File: src/rtl/color_channel_select.sv
// Pixel-channel selector: RGB565 in, one 8-bit channel out (gray/R/G/B/Y/Cr/Cb/inverted gray),
// with a per-pixel in-band mask and a per-frame masked-pixel count. Requires CONV_LATENCY >= 2.
module color_channel_select #(
  parameter int unsigned CONV_LATENCY = 3,
  parameter int unsigned HCOUNT_W     = 11,
  parameter int unsigned VCOUNT_W     = 10,
  parameter int unsigned COUNT_W      = 20
) (
  input  logic                clk_in,
  input  logic                rst_in,
  input  logic [15:0]         rec_pixel,
  input  logic                rec_valid,
  input  logic [HCOUNT_W-1:0] rec_hcount,
  input  logic [VCOUNT_W-1:0] rec_vcount,
  input  logic [2:0]          selector,
  input  logic [7:0]          lower_bound,
  input  logic [7:0]          upper_bound,
  output logic [7:0]          result_pixel,
  output logic                result_mask,
  output logic                result_valid,
  output logic [HCOUNT_W-1:0] result_hcount,
  output logic [VCOUNT_W-1:0] result_vcount,
  output logic [COUNT_W-1:0]  frame_count_out,
  output logic                frame_count_valid
);

  localparam int unsigned TailDepth = CONV_LATENCY - 1;
  localparam logic [COUNT_W-1:0] AccOne = COUNT_W'(1);

  typedef enum logic [2:0] {
    ModeGray = 3'b000,
    ModeR    = 3'b001,
    ModeG    = 3'b010,
    ModeB    = 3'b011,
    ModeY    = 3'b100,
    ModeCr   = 3'b101,
    ModeCb   = 3'b110,
    ModeInv  = 3'b111
  } mode_e;

  // Per-pixel sideband that travels with the data so band settings never mix across frames.
  typedef struct packed {
    logic                vld;
    logic [HCOUNT_W-1:0] hc;
    logic [VCOUNT_W-1:0] vc;
    logic [7:0]          lo;
    logic [7:0]          hi;
  } tag_t;

  // Frame-latched settings
  mode_e      active_mode_q, active_mode_d;
  logic [7:0] lo_q, lo_d, hi_q, hi_d;

  // Stage 0: channel expansion and YCrCb weighted sums
  tag_t               tag0_q;
  mode_e              mode0_q;
  logic [7:0]         r0_q, g0_q, b0_q;
  logic signed [17:0] y0_q, cr0_q, cb0_q;

  // Tail stages: selected value only
  tag_t       tag_q [TailDepth];
  logic [7:0] val_q [TailDepth];

  // Output stage
  logic [7:0]          pixel_q;
  logic                mask_q, valid_q;
  logic [HCOUNT_W-1:0] hc_q;
  logic [VCOUNT_W-1:0] vc_q;
  logic [COUNT_W-1:0]  acc_q, acc_d, fco_q, fco_d;
  logic                fcv_q, fcv_d, first_q, first_d;

  // Input stage
  logic               sof_in;
  mode_e              mode_in;
  tag_t               tag_in;
  logic [7:0]         r_in, g_in, b_in;
  logic signed [17:0] r_s, g_s, b_s, y_in, cr_in, cb_in;

  always_comb begin
    sof_in        = rec_valid && (rec_hcount == '0) && (rec_vcount == '0);
    active_mode_d = sof_in ? mode_e'(selector) : active_mode_q;
    lo_d          = sof_in ? lower_bound : lo_q;
    hi_d          = sof_in ? upper_bound : hi_q;
    mode_in       = active_mode_d;
    tag_in        = '{vld: rec_valid, hc: rec_hcount, vc: rec_vcount, lo: lo_d, hi: hi_d};
    r_in          = {rec_pixel[15:11], 3'b000};
    g_in          = {rec_pixel[10:5], 2'b00};
    b_in          = {rec_pixel[4:0], 3'b000};
    r_s           = $signed({10'd0, r_in});
    g_s           = $signed({10'd0, g_in});
    b_s           = $signed({10'd0, b_in});
    // BT.601 full-range, 8 fractional bits
    y_in          = 18'sd77 * r_s + 18'sd150 * g_s + 18'sd29 * b_s;
    cr_in         = 18'sd128 * r_s - 18'sd107 * g_s - 18'sd21 * b_s;
    cb_in         = 18'sd128 * b_s - 18'sd43 * r_s - 18'sd85 * g_s;
  end

  // Stage 1: finish conversion and select the channel
  logic [9:0] sum1;
  logic [7:0] gray1, y1, cr1, cb1, val1;

  always_comb begin
    sum1  = {2'b00, r0_q} + {2'b00, g0_q} + {2'b00, b0_q};
    gray1 = 8'((sum1 >> 2) + (sum1 >> 4) + (sum1 >> 6));
    y1    = 8'(y0_q >>> 8);
    cr1   = 8'((cr0_q >>> 8) + 18'sd128);
    cb1   = 8'((cb0_q >>> 8) + 18'sd128);
    val1  = gray1;
    unique case (mode0_q)
      ModeGray: val1 = gray1;
      ModeR:    val1 = r0_q;
      ModeG:    val1 = g0_q;
      ModeB:    val1 = b0_q;
      ModeY:    val1 = y1;
      ModeCr:   val1 = cr1;
      ModeCb:   val1 = cb1;
      ModeInv:  val1 = 8'd255 - gray1;
    endcase
  end

  // Output stage: mask and frame counter
  tag_t       tl;
  logic [7:0] vl;
  logic       in_band, mask_out, sof_out;

  always_comb begin
    tl       = tag_q[TailDepth-1];
    vl       = val_q[TailDepth-1];
    in_band  = (tl.lo <= tl.hi) ? ((vl >= tl.lo) && (vl <= tl.hi))
                                : ((vl >= tl.lo) || (vl <= tl.hi));
    mask_out = tl.vld && in_band;
    sof_out  = tl.vld && (tl.hc == '0) && (tl.vc == '0);

    acc_d   = acc_q;
    fco_d   = fco_q;
    fcv_d   = 1'b0;
    first_d = first_q;
    if (sof_out) begin
      acc_d   = mask_out ? AccOne : '0;
      first_d = 1'b0;
      // No complete frame precedes the first SOF after reset
      if (!first_q) begin
        fco_d = acc_q;
        fcv_d = 1'b1;
      end
    end else if (mask_out && (acc_q != '1)) begin
      acc_d = acc_q + AccOne;
    end
  end

  always_ff @(posedge clk_in) begin
    if (!rst_in) begin
      active_mode_q <= ModeGray;
      lo_q          <= 8'd0;
      hi_q          <= 8'd255;
      tag0_q        <= '0;
      mode0_q       <= ModeGray;
      r0_q          <= '0;
      g0_q          <= '0;
      b0_q          <= '0;
      y0_q          <= '0;
      cr0_q         <= '0;
      cb0_q         <= '0;
      for (int unsigned i = 0; i < TailDepth; i++) begin
        tag_q[i] <= '0;
        val_q[i] <= '0;
      end
      pixel_q <= '0;
      mask_q  <= 1'b0;
      valid_q <= 1'b0;
      hc_q    <= '0;
      vc_q    <= '0;
      acc_q   <= '0;
      fco_q   <= '0;
      fcv_q   <= 1'b0;
      first_q <= 1'b1;
    end else begin
      active_mode_q <= active_mode_d;
      lo_q          <= lo_d;
      hi_q          <= hi_d;
      tag0_q        <= tag_in;
      mode0_q       <= mode_in;
      r0_q          <= r_in;
      g0_q          <= g_in;
      b0_q          <= b_in;
      y0_q          <= y_in;
      cr0_q         <= cr_in;
      cb0_q         <= cb_in;
      tag_q[0]      <= tag0_q;
      val_q[0]      <= val1;
      for (int unsigned i = 1; i < TailDepth; i++) begin
        tag_q[i] <= tag_q[i-1];
        val_q[i] <= val_q[i-1];
      end
      pixel_q <= tl.vld ? vl : '0;
      mask_q  <= mask_out;
      valid_q <= tl.vld;
      hc_q    <= tl.vld ? tl.hc : '0;
      vc_q    <= tl.vld ? tl.vc : '0;
      acc_q   <= acc_d;
      fco_q   <= fco_d;
      fcv_q   <= fcv_d;
      first_q <= first_d;
    end
  end

  assign result_pixel      = pixel_q;
  assign result_mask       = mask_q;
  assign result_valid      = valid_q;
  assign result_hcount     = hc_q;
  assign result_vcount     = vc_q;
  assign frame_count_out   = fco_q;
  assign frame_count_valid = fcv_q;

endmodule

File: config.mk
export PLATFORM = sky130hd
export DESIGN_NAME = color_channel_select
export DESIGN_NICKNAME = d
export VERILOG_FILES = /design/src/rtl/color_channel_select.sv
export SDC_FILE = /design/constraint.sdc
export NUM_CORES = 1
export LEC_CHECK = 0
export ABC_AREA = 1
export CAP_MARGIN = 20
export CORE_ASPECT_RATIO = 0.7
export CORE_MARGIN = 1.5
export CORE_UTILIZATION = 35
export CTS_BUF_LIST = sky130_fd_sc_hd__clkbuf_2
export DETAILED_ROUTE_END_ITERATION = 7
export SYNTH_ARGS = -nofsm -noshare
export SYNTH_HDL_FRONTEND = slang
export SYNTH_SLANG_ARGS = --single-unit
File: constraint.sdc
create_clock -name clk_in -period 10.13 [get_ports clk_in]
set_clock_uncertainty 0.1 [all_clocks]
set_input_delay 2.026 -clock clk_in [delete_from_list [all_inputs] [get_ports clk_in]]
set_output_delay 2.026 -clock clk_in [all_outputs]
set_load 0.05 [all_outputs]
==> results_dict.tcl <==
set metrics [dict create \
    first_global_vias 12100 \
    grt_pass1_wl_um 62500 \
    critPathMaxStageDelay_ns 0.69 \
    synth_cell_type_count 53 \
    final_cell_mix "inv_1 (384), nand2_1 (325), dfxtp_1 (254)" \
    crit_path_frequent_cell "a21oi_1" \
    cts_setup_buffers 0 \
    synth.cell_area_um2 15300 \
    setup_viol 0 \
    power_density_nw_per_um2 200 \
    hp-class "flop to flop" \
    drive_gt1_share_pct 5.96 \
    p_switching_w 0.00151 \
    switching_share_pct 43.2 \
    seqPwrFrac_pct 32.6 \
    min_period_ns 6.50 \
    ys_warn_count 0 \
    die_x_um 253 \
    syn_avg_cell_area_um2 8.01 \
    synth_xor_area_share_pct 3.79 \
    gp_congestion 0.940 \
    die_h_um 178 \
    dp_slack_ns 2.80 \
    portBuffers 110 \
    grt_max_degree 83 \
    initial_utilization_pct 35.8 \
    timing.hold.ws_ns 0.291 \
    cts-buffers-inserted 57 \
    totalWireLength_um 38900 \
    cap_violations 0 \
    slew_viol_final 0 \
    detail-route-antenna-nets 0 \
    grt_setup_unrepaired "no" \
    cts_sinks 254 \
    dieArea_um2 44900 \
    synth_edf_count 0 \
    p_leak_nw 9.11 \
    cts_buffer_depth 3 \
    crit_slowest_cell "clkdlybuf4s50_1" \
    final_common_cell "inv_1" \
    grtUsageTotal_pct 17.6 \
    worstSetupPathType "input port to flop" \
    synth-compound-area-share_pct 10.2 \
    path_clk_slew_ns 0.15 \
    critPathMaxFanout 8 \
    pwr-share-comb_pct 48.9 \
    synth_top_family_by_area "adder cells" \
    root_buffer "clkbuf_2" \
    worstPathRequired_ns 10.80 \
    irDropWorstVdd_uv 112 \
    rows 63 \
    cts.repair.resized 0 \
    worstMarginPinSlew_ns 0.802 \
    vias 12400 \
    drtIter0Drc 666 \
    coreArea_um2 42600 \
    viasPerCell 4.63 \
    design_area_um2 17500 \
    ios 111 \
    wl_per_cell_um 14.6 \
    syn2layout_area_growth_pct 14.5 \
    dp_hpwl_um 31000 \
    drc 0 \
    cts.hold.buffers_added 0 \
    ys_seq_area_share_pct 33.3 \
    cp_top_family "adder cells" \
    worst_slack_ns 3.63 \
    slew-limit-headroom_pct 45.1 \
    start_kind "input port" \
    synth_cells 1905 \
    worstPathArrival_ns 7.16 \
    hold_viol_final 0 \
    yosys.area_share.adder_pct 24.9 \
    fmax_ghz 0.154 \
    syn_nets 2235 \
    htreeDepth 2 \
    cts_tree "yes" \
    outcome "completed" \
    p_clk_share_pct 18.4 \
    antenna_found_initial 1 \
    end_kind "flop" \
    setup_tns_ns 0 \
    grt-ovfl-total 0 \
    critPathBufInv 3 \
    first_pass_iters 5 \
    dpl_cell_area_um2 16900 \
    clk_latency_ns 0.88 \
    ys_async_sr_fraction_pct 0 \
    final_nets 2372 \
    synth_simple_gate_area_share_pct 17.1 \
    timing.final.crit_share_pct 64.1 \
    synth-main-ff-cell "dfxtp_1" \
    muxShareOfSynthArea_pct 0 \
    synth-seq-cells 254 \
    p_int_w 0.00199 \
    path_cells "clkdlybuf4s50_1, inv_1, ha_1, fa_1, inv_1, fa_1, ha_1, nand2_1, nor3_1, a21oi_1, xor2_1, fa_1, ha_1, a21oi_1, o21ai_0, a21oi_1, nor2_1, nor2_1, o21ai_0, a21oi_1" \
]
logic make-up after synthesis:
group	count (synthesis)
fa+ha+maj	271
flops	254
simple gates	614
compound gates	275
buf+inv	425
xor+xnor	66
state kept, by name, summed over array words and instances (netlist names), 10 cells and up:
register	cells
val_q	16
result_vcount	10
frame_count_out	20
tag_q	76
result_hcount	11
tag0_q	38
acc_q	20
worst reg2reg max path, delay by kind of cell, from the launching register on:
family	cells	cell delay, ns
fa+ha+maj	5	2.17
simple gates	6	0.53
xor+xnor	2	0.53
compound gates	3	0.39
flops	1	0.33
buf+inv	2	0.14
metal layers:
metal,track usage (%),wire length (um),part of all wire (%),vias to the layer above
li1,-,-,-,6334
met1,26.7,20600,53,5656
met2,24.6,14900,38,311
met3,4.15,2700,6.9,54
met4,4.47,656,1.7,0
met5,0,0,0,-
final timing paths:
kind / startpoint / slack (ns) / cells past startpoint / end
worst max-delay path: rec_pixel[9] / 3.63 / 20 / cr0_q[13]
worst min-delay path: tag0_q[3] / 0.29 / 2 / tag_q[0][3]
worst max register to register: r0_q[4] / 5.80 / 18 / val_q[0][7]
worst min register to register: tag0_q[3] / 0.29 / 2 / tag_q[0][3]
per-stage QoR:
stage	std cells	total power (W)	utilization [%]
floorplan	1905	0.00241	-
global placement	2567	0.00279	39.7
detailed placement	2567	0.00284	39.7
CTS	2666	0.00351	40.9
global route	2668	0.00385	41.0
finish	2669	0.00350	41.0
power groups by stage:
| stage | sequential (W) | combinational, W | clock [W] |
|---|---|---|---|
| floorplan | 0.00114 | 0.00127 | 0 |
| global placement | 0.00116 | 0.00163 | 0 |
| detailed placement | 0.00116 | 0.00168 | 0 |
| CTS | 0.00114 | 0.00170 | 0.000677 |
| global route | 0.00115 | 0.00197 | 0.000734 |
| finish | 0.00114 | 0.00171 | 0.000646 |
area by class of cell:
type,count,area [um^2]
multi-input combinational,1226,8530
inverter,387,1450
clock buffer,81,405
antenna,2,5.00
fill,4345,25200
clock inverter,18,111
tap,585,732
timing repair buffer,116,1150
sequential,254,5080
cells in the mapped netlist, drive strengths merged, types with 2 or more instances:
master	n	area [um^2]
o21a	3	22.5
a21boi	2	15.0
a211oi	23	173
a21o	11	82.6
nand2	327	1240
nor4	5	37.5
inv	387	1450
nand4	18	125
fa	54	1080
o21ai	88	440
o22ai	2	12.5
o2111ai	2	17.5
a21oi	122	614
buf	14	100
dfxtp	254	5080
a31oi	3	18.8
a221oi	4	35.0
or2	7	43.8
ha	217	2720
nor3	16	95.1
nor2	169	657
nand3	68	380
a41oi	2	17.5
xor2	47	412
o21bai	7	52.6
xnor2	19	166
clkbuf	24	90.1
o211ai	2	15.0
(Power assumes the default switching activity.)
